--- config.mk ---
export PLATFORM = sky130hd
export DESIGN_NAME = ncl_prod_collector_flat
export DESIGN_NICKNAME = d
export VERILOG_FILES = /design/src/rtl/ncl_prod_collector_if.sv /design/src/rtl/ncl_prod_collector.sv /design/src/flat_wrapper.sv
export SDC_FILE = /design/constraint.sdc
export NUM_CORES = 1
export LEC_CHECK = 0
export ABC_AREA = 1
export ABC_CLOCK_PERIOD_IN_PS = 2700
export CORE_MARGIN = 2
export CORE_UTILIZATION = 37
export CTS_BUF_LIST = sky130_fd_sc_hd__clkbuf_8 sky130_fd_sc_hd__clkbuf_16
export DETAILED_ROUTE_END_ITERATION = 8
export DONT_BUFFER_PORTS = 1
export PLACE_DENSITY_LB_ADDON = 0.05
export SLEW_MARGIN = 20
export SYNTH_ARGS = -nofsm -noshare
export SYNTH_HDL_FRONTEND = slang
export SYNTH_SLANG_ARGS = --single-unit
--- constraint.sdc ---
create_clock -name clk -period 2.7 [get_ports clk]
set_input_delay 0 -clock clk [delete_from_list [all_inputs] [get_ports clk]]
set_output_delay 0 -clock clk [all_outputs]
set_load 0.02 [all_outputs]
--- src/rtl/ncl_prod_collector_if.sv ---
// Bundle of dual-rail product rails, the Ki acknowledge and the
// valid/ready product output of ncl_prod_collector.
interface ncl_prod_collector_if #(
    parameter int DEPTH = 4
);
    localparam int LW = $clog2(DEPTH) + 1;

    logic Po0_rail1, Po1_rail1, Po2_rail1, Po3_rail1, Po4_rail1, Po5_rail1;
    logic Po0_rail0, Po1_rail0, Po2_rail0, Po3_rail0, Po4_rail0, Po5_rail0;
    logic          Ki;
    logic          out_valid;
    logic          out_ready;
    logic [5:0]    out_data;
    logic          err_illegal;
    logic [LW-1:0] level;

    modport master (
        input  Po0_rail1, Po1_rail1, Po2_rail1, Po3_rail1, Po4_rail1, Po5_rail1,
        input  Po0_rail0, Po1_rail0, Po2_rail0, Po3_rail0, Po4_rail0, Po5_rail0,
        input  out_ready,
        output Ki, out_valid, out_data, err_illegal, level
    );

    modport slave (
        output Po0_rail1, Po1_rail1, Po2_rail1, Po3_rail1, Po4_rail1, Po5_rail1,
        output Po0_rail0, Po1_rail0, Po2_rail0, Po3_rail0, Po4_rail0, Po5_rail0,
        output out_ready,
        input  Ki, out_valid, out_data, err_illegal, level
    );
endinterface

--- src/rtl/ncl_prod_collector.sv ---
// Synchronises the NCL_MULT3 dual-rail product, runs the DATA/NULL
// handshake via Ki and queues decoded products in a small FIFO.
module ncl_prod_collector #(
    parameter int DEPTH       = 4,
    parameter int SYNC_STAGES = 2,
    parameter int SETTLE      = 2
) (
    input  logic                  clk,
    input  logic                  rst,
    ncl_prod_collector_if.master  bus
);
    localparam int AW = $clog2(DEPTH);
    localparam int LW = AW + 1;
    localparam int CW = $clog2(SETTLE + 1) + 1;

    localparam logic [1:0] ST_WAIT_NULL = 2'd0;
    localparam logic [1:0] ST_HOLD      = 2'd1;
    localparam logic [1:0] ST_REQ_DATA  = 2'd2;

    // rails packed as {rail1[5:0], rail0[5:0]}
    logic [11:0] raw_rails;
    assign raw_rails = {bus.Po5_rail1, bus.Po4_rail1, bus.Po3_rail1,
                        bus.Po2_rail1, bus.Po1_rail1, bus.Po0_rail1,
                        bus.Po5_rail0, bus.Po4_rail0, bus.Po3_rail0,
                        bus.Po2_rail0, bus.Po1_rail0, bus.Po0_rail0};

    logic [SYNC_STAGES-1:0][11:0] sync_q, sync_d;
    logic [11:0]                  prev_q, prev_d;
    logic [CW-1:0]                cnt_q, cnt_d;
    logic [1:0]                   state_q, state_d;
    logic                         err_q, err_d;
    logic [DEPTH-1:0][5:0]        mem_q, mem_d;
    logic [AW-1:0]                wr_ptr_q, wr_ptr_d;
    logic [AW-1:0]                rd_ptr_q, rd_ptr_d;
    logic [LW-1:0]                level_q, level_d;

    logic [11:0] synced;
    logic [5:0]  syn_r1, syn_r0;
    logic        complete, empty, illegal, settled, has_space;
    logic        push, pop;

    assign synced    = sync_q[SYNC_STAGES-1];
    assign syn_r1    = synced[11:6];
    assign syn_r0    = synced[5:0];
    assign complete  = &(syn_r1 ^ syn_r0);
    assign empty     = ~|(syn_r1 | syn_r0);
    assign illegal   = |(syn_r1 & syn_r0);
    assign has_space = level_q < LW'(DEPTH);
    assign pop       = (level_q != '0) && bus.out_ready;

    always_comb begin
        sync_d[0] = raw_rails;
        for (int i = 1; i < SYNC_STAGES; i++) begin
            sync_d[i] = sync_q[i-1];
        end
    end

    // Settled is judged on the next count so a word that just changed
    // can never ride on the count left over from the previous pattern.
    always_comb begin
        prev_d = synced;
        cnt_d  = '0;
        if (!illegal && (synced == prev_q)) begin
            cnt_d = (cnt_q >= CW'(SETTLE)) ? cnt_q : cnt_q + 1'b1;
        end
        settled = (cnt_d >= CW'(SETTLE));
        err_d   = err_q | illegal;
    end

    always_comb begin
        state_d = state_q;
        push    = 1'b0;
        case (state_q)
            ST_WAIT_NULL: begin
                if (empty && settled) begin
                    state_d = has_space ? ST_REQ_DATA : ST_HOLD;
                end
            end
            ST_HOLD: begin
                if (has_space) begin
                    state_d = ST_REQ_DATA;
                end
            end
            ST_REQ_DATA: begin
                // space was reserved on entry, so this push cannot overflow
                if (complete && settled) begin
                    push    = 1'b1;
                    state_d = ST_WAIT_NULL;
                end
            end
            default: state_d = ST_WAIT_NULL;
        endcase
    end

    always_comb begin
        mem_d    = mem_q;
        wr_ptr_d = wr_ptr_q;
        rd_ptr_d = rd_ptr_q;
        level_d  = level_q;
        if (push) begin
            mem_d[wr_ptr_q] = syn_r1;
            wr_ptr_d        = wr_ptr_q + 1'b1;
        end
        if (pop) begin
            rd_ptr_d = rd_ptr_q + 1'b1;
        end
        case ({push, pop})
            2'b10:   level_d = level_q + 1'b1;
            2'b01:   level_d = level_q - 1'b1;
            default: level_d = level_q;
        endcase
    end

    always_ff @(posedge clk) begin
        if (rst) begin
            sync_q   <= '0;
            prev_q   <= '0;
            cnt_q    <= '0;
            state_q  <= ST_WAIT_NULL;
            err_q    <= 1'b0;
            mem_q    <= '0;
            wr_ptr_q <= '0;
            rd_ptr_q <= '0;
            level_q  <= '0;
        end else begin
            sync_q   <= sync_d;
            prev_q   <= prev_d;
            cnt_q    <= cnt_d;
            state_q  <= state_d;
            err_q    <= err_d;
            mem_q    <= mem_d;
            wr_ptr_q <= wr_ptr_d;
            rd_ptr_q <= rd_ptr_d;
            level_q  <= level_d;
        end
    end

    assign bus.Ki          = (state_q == ST_REQ_DATA);
    assign bus.out_valid   = (level_q != '0);
    assign bus.out_data    = (level_q != '0) ? mem_q[rd_ptr_q] : 6'd0;
    assign bus.err_illegal = err_q;
    assign bus.level       = level_q;
endmodule

--- src/flat_wrapper.sv ---
// flat-port wrapper written by rule: the top's interface ports become plain ports
module ncl_prod_collector_flat 
#(
    parameter int DEPTH       = 4,
    parameter int SYNC_STAGES = 2,
    parameter int SETTLE      = 2
)
  (clk, rst, bus_Po0_rail1, bus_Po1_rail1, bus_Po2_rail1, bus_Po3_rail1, bus_Po4_rail1, bus_Po5_rail1, bus_Po0_rail0, bus_Po1_rail0, bus_Po2_rail0, bus_Po3_rail0, bus_Po4_rail0, bus_Po5_rail0, bus_out_ready, bus_Ki, bus_out_valid, bus_out_data, bus_err_illegal, bus_level);
  ncl_prod_collector_if #(.DEPTH(DEPTH)) bus_i ();
  input  logic clk;
  input  logic rst;
  input wire logic [$bits(bus_i.Po0_rail1)-1:0] bus_Po0_rail1;
  input wire logic [$bits(bus_i.Po1_rail1)-1:0] bus_Po1_rail1;
  input wire logic [$bits(bus_i.Po2_rail1)-1:0] bus_Po2_rail1;
  input wire logic [$bits(bus_i.Po3_rail1)-1:0] bus_Po3_rail1;
  input wire logic [$bits(bus_i.Po4_rail1)-1:0] bus_Po4_rail1;
  input wire logic [$bits(bus_i.Po5_rail1)-1:0] bus_Po5_rail1;
  input wire logic [$bits(bus_i.Po0_rail0)-1:0] bus_Po0_rail0;
  input wire logic [$bits(bus_i.Po1_rail0)-1:0] bus_Po1_rail0;
  input wire logic [$bits(bus_i.Po2_rail0)-1:0] bus_Po2_rail0;
  input wire logic [$bits(bus_i.Po3_rail0)-1:0] bus_Po3_rail0;
  input wire logic [$bits(bus_i.Po4_rail0)-1:0] bus_Po4_rail0;
  input wire logic [$bits(bus_i.Po5_rail0)-1:0] bus_Po5_rail0;
  input wire logic [$bits(bus_i.out_ready)-1:0] bus_out_ready;
  output wire logic [$bits(bus_i.Ki)-1:0] bus_Ki;
  output wire logic [$bits(bus_i.out_valid)-1:0] bus_out_valid;
  output wire logic [$bits(bus_i.out_data)-1:0] bus_out_data;
  output wire logic [$bits(bus_i.err_illegal)-1:0] bus_err_illegal;
  output wire logic [$bits(bus_i.level)-1:0] bus_level;
  assign bus_i.Po0_rail1 = bus_Po0_rail1;
  assign bus_i.Po1_rail1 = bus_Po1_rail1;
  assign bus_i.Po2_rail1 = bus_Po2_rail1;
  assign bus_i.Po3_rail1 = bus_Po3_rail1;
  assign bus_i.Po4_rail1 = bus_Po4_rail1;
  assign bus_i.Po5_rail1 = bus_Po5_rail1;
  assign bus_i.Po0_rail0 = bus_Po0_rail0;
  assign bus_i.Po1_rail0 = bus_Po1_rail0;
  assign bus_i.Po2_rail0 = bus_Po2_rail0;
  assign bus_i.Po3_rail0 = bus_Po3_rail0;
  assign bus_i.Po4_rail0 = bus_Po4_rail0;
  assign bus_i.Po5_rail0 = bus_Po5_rail0;
  assign bus_i.out_ready = bus_out_ready;
  assign bus_Ki = bus_i.Ki;
  assign bus_out_valid = bus_i.out_valid;
  assign bus_out_data = bus_i.out_data;
  assign bus_err_illegal = bus_i.err_illegal;
  assign bus_level = bus_i.level;
  ncl_prod_collector #(.DEPTH(DEPTH), .SYNC_STAGES(SYNC_STAGES), .SETTLE(SETTLE)) u_core (.clk(clk), .rst(rst), .bus(bus_i));
endmodule
==> impl_results.html <==
<table>
<tr><th>Metric</th><th>Value</th></tr>
<tr><th colspan="2">Place</th></tr>
<tr><td>Count of buffers from port buffering</td><td>0</td></tr>
<tr><td>GP Congestion</td><td>0.7471</td></tr>
<tr><td>Half-perimeter wire length after detailed placement</td><td>5.115 mm</td></tr>
<tr><th colspan="2">Die</th></tr>
<tr><td>Die X</td><td>99.50 um</td></tr>
<tr><td>Effective utilization at floorplan</td><td>0.3851</td></tr>
<tr><td>Count of pins on the block boundary</td><td>27</td></tr>
<tr><td>Die outline area</td><td>0.009900 mm^2</td></tr>
<tr><td>Height of the chip</td><td>~100 um</td></tr>
<tr><td>Core box area</td><td>0.008763 mm^2</td></tr>
<tr><td>Floorplan row count</td><td>34</td></tr>
<tr><th colspan="2">Yosys</th></tr>
<tr><td>Multiplexer area fraction after synthesis</td><td>0</td></tr>
<tr><td>Main combinational cell family by area after synthesis</td><td>simple AND/OR/NAND/NOR gates</td></tr>
<tr><td>Yosys Warn Count</td><td>0</td></tr>
<tr><td>Fraction of the yosys area taken by sequential cells</td><td>0.4331</td></tr>
<tr><td>Top post-synthesis cells by area</td><td>sky130_fd_sc_hd__dfxtp_1 43%, sky130_fd_sc_hd__nor2_1 11%, sky130_fd_sc_hd__nand2_1 10%</td></tr>
<tr><td>Netlist area before placement</td><td>0.003374 mm^2</td></tr>
<tr><td>Area share of and/or/nand/nor cells after synthesis</td><td>0.2851</td></tr>
<tr><td>Area fraction of the dominant cell type after synthesis</td><td>0.4331</td></tr>
<tr><td>Share of synthesized cell area in full adder, half adder and majority cells</td><td>0.07638</td></tr>
<tr><td>XOR/XNOR share of the synthesized area</td><td>0.007786</td></tr>
<tr><td>Complex-gate fraction of the synthesized area</td><td>0.07416</td></tr>
<tr><td>Cell accounting for the most synthesized area</td><td>sky130_fd_sc_hd__dfxtp_1</td></tr>
<tr><td>Cells after synthesis</td><td>462</td></tr>
<tr><td>Synth Net Count</td><td>~500</td></tr>
<tr><td>Unique masters post-synth</td><td>26</td></tr>
<tr><td>#FFs+latches synth</td><td>73</td></tr>
<tr><td>Average instance area after synthesis</td><td>7.304 um^2</td></tr>
<tr><th colspan="2">Route</th></tr>
<tr><td>Number of nets still failing antenna checks after routing</td><td>0</td></tr>
<tr><td>Detailed-route wire length</td><td>7.074 mm</td></tr>
<tr><td>Overall via count from detail_route</td><td>2590</td></tr>
<tr><td>Routed wire length per instance</td><td>roughly 12 um</td></tr>
<tr><td>Count of unresolved DRC violations after routing</td><td>0</td></tr>
<tr><td>DRT Pass-1 Iters</td><td>4</td></tr>
<tr><td>Via-to-Cell Ratio</td><td>4.346</td></tr>
<tr><td>Number of violations reported at the end of detailed-routing iteration 0</td><td>65</td></tr>
<tr><th colspan="2">Global route</th></tr>
<tr><td>Number of antenna violations at the first check in global routing</td><td>0</td></tr>
<tr><td>Overall routing resource usage</td><td>0.1582</td></tr>
<tr><td>Global-route wire length before repair</td><td>12.19 mm</td></tr>
<tr><td>Residual overflow from global routing</td><td>0</td></tr>
<tr><td>Largest net degree at the start of global routing</td><td>42</td></tr>
<tr><td>Number of global-route vias before repair</td><td>2501</td></tr>
<tr><th colspan="2">Timing</th></tr>
<tr><td>Final max-slew violation count</td><td>0</td></tr>
<tr><td>Final TNS setup</td><td>0 ns</td></tr>
<tr><td>Clock Skew</td><td>0.01031 ns</td></tr>
<tr><td>RSZ-0062 raised after global routing</td><td>no</td></tr>
<tr><td>Number of hold violations in the final report</td><td>0</td></tr>
<tr><td>Time the worst path needs with I/O delays and setup</td><td>2.375 ns</td></tr>
<tr><td>Final clock period utilization by the worst path</td><td>0.8795</td></tr>
<tr><td>Final setup viols</td><td>0</td></tr>
<tr><td>Transition time at the pin with the least slew margin</td><td>~0.55 ns</td></tr>
<tr><td>Worst hold slack</td><td>0.07119 ns</td></tr>
<tr><td>Max transition margin</td><td>0.6291</td></tr>
<tr><td>Highest clock frequency the design can meet</td><td>421.1 MHz</td></tr>
<tr><th colspan="2">Cells and area</th></tr>
<tr><td>Proportion of layout cells with a drive suffix above 1</td><td>0.1250</td></tr>
<tr><td>Fill cell instance count of the final layout</td><td>894</td></tr>
<tr><td>Antenna diode count</td><td>0</td></tr>
<tr><td># nets final</td><td>518</td></tr>
<tr><td>Final core utilization</td><td>0.4419</td></tr>
<tr><td>Footprint of the multi-input gates</td><td>0.001511 mm^2</td></tr>
<tr><td>Sequential cell area</td><td>0.001466 mm^2</td></tr>
<tr><td>Area growth syn-to-layout</td><td>14.76%</td></tr>
<tr><th colspan="2">Clock network</th></tr>
<tr><td>Maximum root-to-sink buffer count</td><td>2</td></tr>
<tr><td>H-tree Lvls</td><td>3</td></tr>
<tr><td>Setup bufs post-CTS</td><td>0</td></tr>
<tr><td>CTS sink count</td><td>73</td></tr>
<tr><td>TritonCTS clock tree</td><td>yes</td></tr>
<tr><td>Buffer type at the clock tree root</td><td>sky130_fd_sc_hd__clkbuf_8</td></tr>
<tr><td>Worst-skew pair later-pin latency</td><td>~0.35 ns</td></tr>
<tr><td>Clock-pin slew on the worst setup and hold paths</td><td>roughly 0.090 ns</td></tr>
<tr><td>Inserted Clock Buffers</td><td>9</td></tr>
<tr><th colspan="2">Critical path</th></tr>
<tr><td>Worst path required time</td><td>2.98 ns</td></tr>
<tr><td>Arrival time at the worst endpoint</td><td>2.65 ns</td></tr>
<tr><td>Launching element type of the critical path</td><td>flop</td></tr>
<tr><td>Critical path peak fanout</td><td>7</td></tr>
<tr><td>Critical path type</td><td>flop to flop</td></tr>
<tr><td>Nature of the critical path endpoint</td><td>flop</td></tr>
<tr><th colspan="2">Pwr</th></tr>
<tr><td>Overall power</td><td>2.282 mW</td></tr>
<tr><td>P per Cell Area</td><td>589.4 mW/mm^2</td></tr>
<tr><td>Maximum resistive drop on vdd</td><td>0.0002964 V</td></tr>
<tr><td>Leak</td><td>around 1.9 nW</td></tr>
<tr><th colspan="2">Status</th></tr>
<tr><td>Result of the run</td><td>completed</td></tr>
<tr><th colspan="2">Job</th></tr>
<tr><td>Max capacitance violation total</td><td>0</td></tr>
<tr><th colspan="2">Hold path</th></tr>
<tr><td>Class of the tightest hold or removal check</td><td>primary input to flop</td></tr>
</table>
==> report_power, final <==
group / switching (mW) / internal (mW) / leakage (nW)
registers: 0.0340 / 1.11 / 0.596
logic: 0.156 / 0.0901 / 1.21
clock network: 0.458 / 0.435 / 0.100
==> cells in the mapped netlist <==
| cell type | number |
|---|---|
| sky130_fd_sc_hd__a21oi_1 | 28 |
| sky130_fd_sc_hd__a31o_2 | 1 |
| sky130_fd_sc_hd__a31oi_1 | 1 |
| sky130_fd_sc_hd__buf_2 | 3 |
| sky130_fd_sc_hd__buf_6 | 4 |
| sky130_fd_sc_hd__clkbuf_1 | 7 |
| sky130_fd_sc_hd__dfxtp_1 | 73 |
| sky130_fd_sc_hd__fa_1 | 1 |
| sky130_fd_sc_hd__ha_1 | 19 |
| sky130_fd_sc_hd__inv_1 | 74 |
| sky130_fd_sc_hd__inv_2 | 14 |
| sky130_fd_sc_hd__nand2_1 | 94 |
| sky130_fd_sc_hd__nand2_8 | 1 |
| sky130_fd_sc_hd__nand3_1 | 4 |
| sky130_fd_sc_hd__nand3_4 | 2 |
| sky130_fd_sc_hd__nand4_1 | 3 |
| sky130_fd_sc_hd__nand4_4 | 4 |
| sky130_fd_sc_hd__nor2_1 | 101 |
| sky130_fd_sc_hd__nor2_2 | 1 |
| sky130_fd_sc_hd__nor2_4 | 3 |
| sky130_fd_sc_hd__nor3_1 | 1 |
| sky130_fd_sc_hd__o21ai_0 | 8 |
| sky130_fd_sc_hd__o21ai_1 | 11 |
| sky130_fd_sc_hd__or2_0 | 1 |
| sky130_fd_sc_hd__xnor2_1 | 2 |
| sky130_fd_sc_hd__xor2_1 | 1 |
==> registers in the layout (all words and copies together), names as in the netlist <==
register and cells:
u_core.prev_d 12, u_core.bus.err_illegal 1, u_core.sync_d 12, u_core.wr_ptr_q 2, u_core.cnt_q 3, u_core.mem_q 24, u_core.state_q 2, u_core.rd_ptr_q 2
u_core.prev_q 12, u_core.bus.level 3
==> area by class of cell <==
class,count,share of cell area
Multi-Input combinational cell,287,0.3903
Clock inverter,7,0.02003
Sequential cell,73,0.3787
Timing Repair Buffer,24,0.05880
Clock buffer,9,0.03199
Inverter,88,0.08530
Tap cell,108,0.03490
==> layout by cell type (no fill, tap or decap), types with 9 or more instances in the layout <==
cell                            Yosys  layout
sky130_fd_sc_hd__inv_2             14      15
sky130_fd_sc_hd__buf_4              0       9
sky130_fd_sc_hd__inv_1             74      73
sky130_fd_sc_hd__a21oi_1           28      28
sky130_fd_sc_hd__nor2_1           101     100
sky130_fd_sc_hd__clkbuf_8           0       9
sky130_fd_sc_hd__ha_1              19      19
sky130_fd_sc_hd__dfxtp_1           73      69
sky130_fd_sc_hd__dlygate4sd3_1      0      14
sky130_fd_sc_hd__o21ai_1           11      11
sky130_fd_sc_hd__nand2_1           94      94
==> routing by layer <==
layer / up-vias / track usage / wire (um)
li1: 1432 / - / -
met5: - / 0 / 0
met1: 1118 / 0.2213 / 3772
met4: 0 / 0.07165 / 139
met2: 28 / 0.2349 / 2988
met3: 12 / 0.03233 / 174
==> kinds of logic (layout without fill, tap and decap cells) <==
family                   Yosys count  in the layout
flip-flops                        73             73
AO/OA/AOI/OAI                     49             49
buffers and inverters            102            128
AND/OR/NAND/NOR                  215            215
adder cells (fa/ha/maj)           20             20
XOR/XNOR                           3              3
==> path summary, 6_finish.rpt <==
path / start / to / slack (ns) / cells after the start
hold / removal: rst / u_core.mem_q[3] / 0.07 / 3
setup reg to reg: u_core.prev_d[11] / u_core.bus.level[2] / 0.33 / 16
hold reg to reg: u_core.sync_d[12] / u_core.prev_d[0] / 0.41 / 2
setup / recovery: u_core.prev_d[11] / u_core.bus.level[2] / 0.33 / 16
==> worst max-delay path, cell delays in order (launching register included) <==
cell and delay (ns):
sky130_fd_sc_hd__dfxtp_2 0.36, sky130_fd_sc_hd__ha_1 0.19, sky130_fd_sc_hd__nor2_2 0.12, sky130_fd_sc_hd__nand2_1 0.08, sky130_fd_sc_hd__nor2_1 0.14, sky130_fd_sc_hd__nand2_1 0.10
sky130_fd_sc_hd__nor2_4 0.16, sky130_fd_sc_hd__nand3_4 0.12, sky130_fd_sc_hd__nand2_8 0.09, sky130_fd_sc_hd__nand3_2 0.09, sky130_fd_sc_hd__ha_1 0.21, sky130_fd_sc_hd__inv_2 0.07
sky130_fd_sc_hd__fa_2 0.20, sky130_fd_sc_hd__a21oi_1 0.06, sky130_fd_sc_hd__o21ai_1 0.09, sky130_fd_sc_hd__o21ai_0 0.10, sky130_fd_sc_hd__a21oi_1 0.13
==> timing repair <==
item	4_1_cts	5_1_grt
hold buffers	15	0
endpoints found under the hold margin	43	0
gates resized for setup	0	9
setup endpoints to repair	0	2
==> per-stage QoR <==
stage               std cells  area [um^2]  setup WS (ns)
floorplan                 462         3374         0.3185
global placement          565         3491         0.2181
detailed placement        565         3491         0.1794
CTS                       596         3852         0.1493
global route              596         3872        0.03763
finish                    596         3872         0.3254
Power figures use the tool's default switching activity.
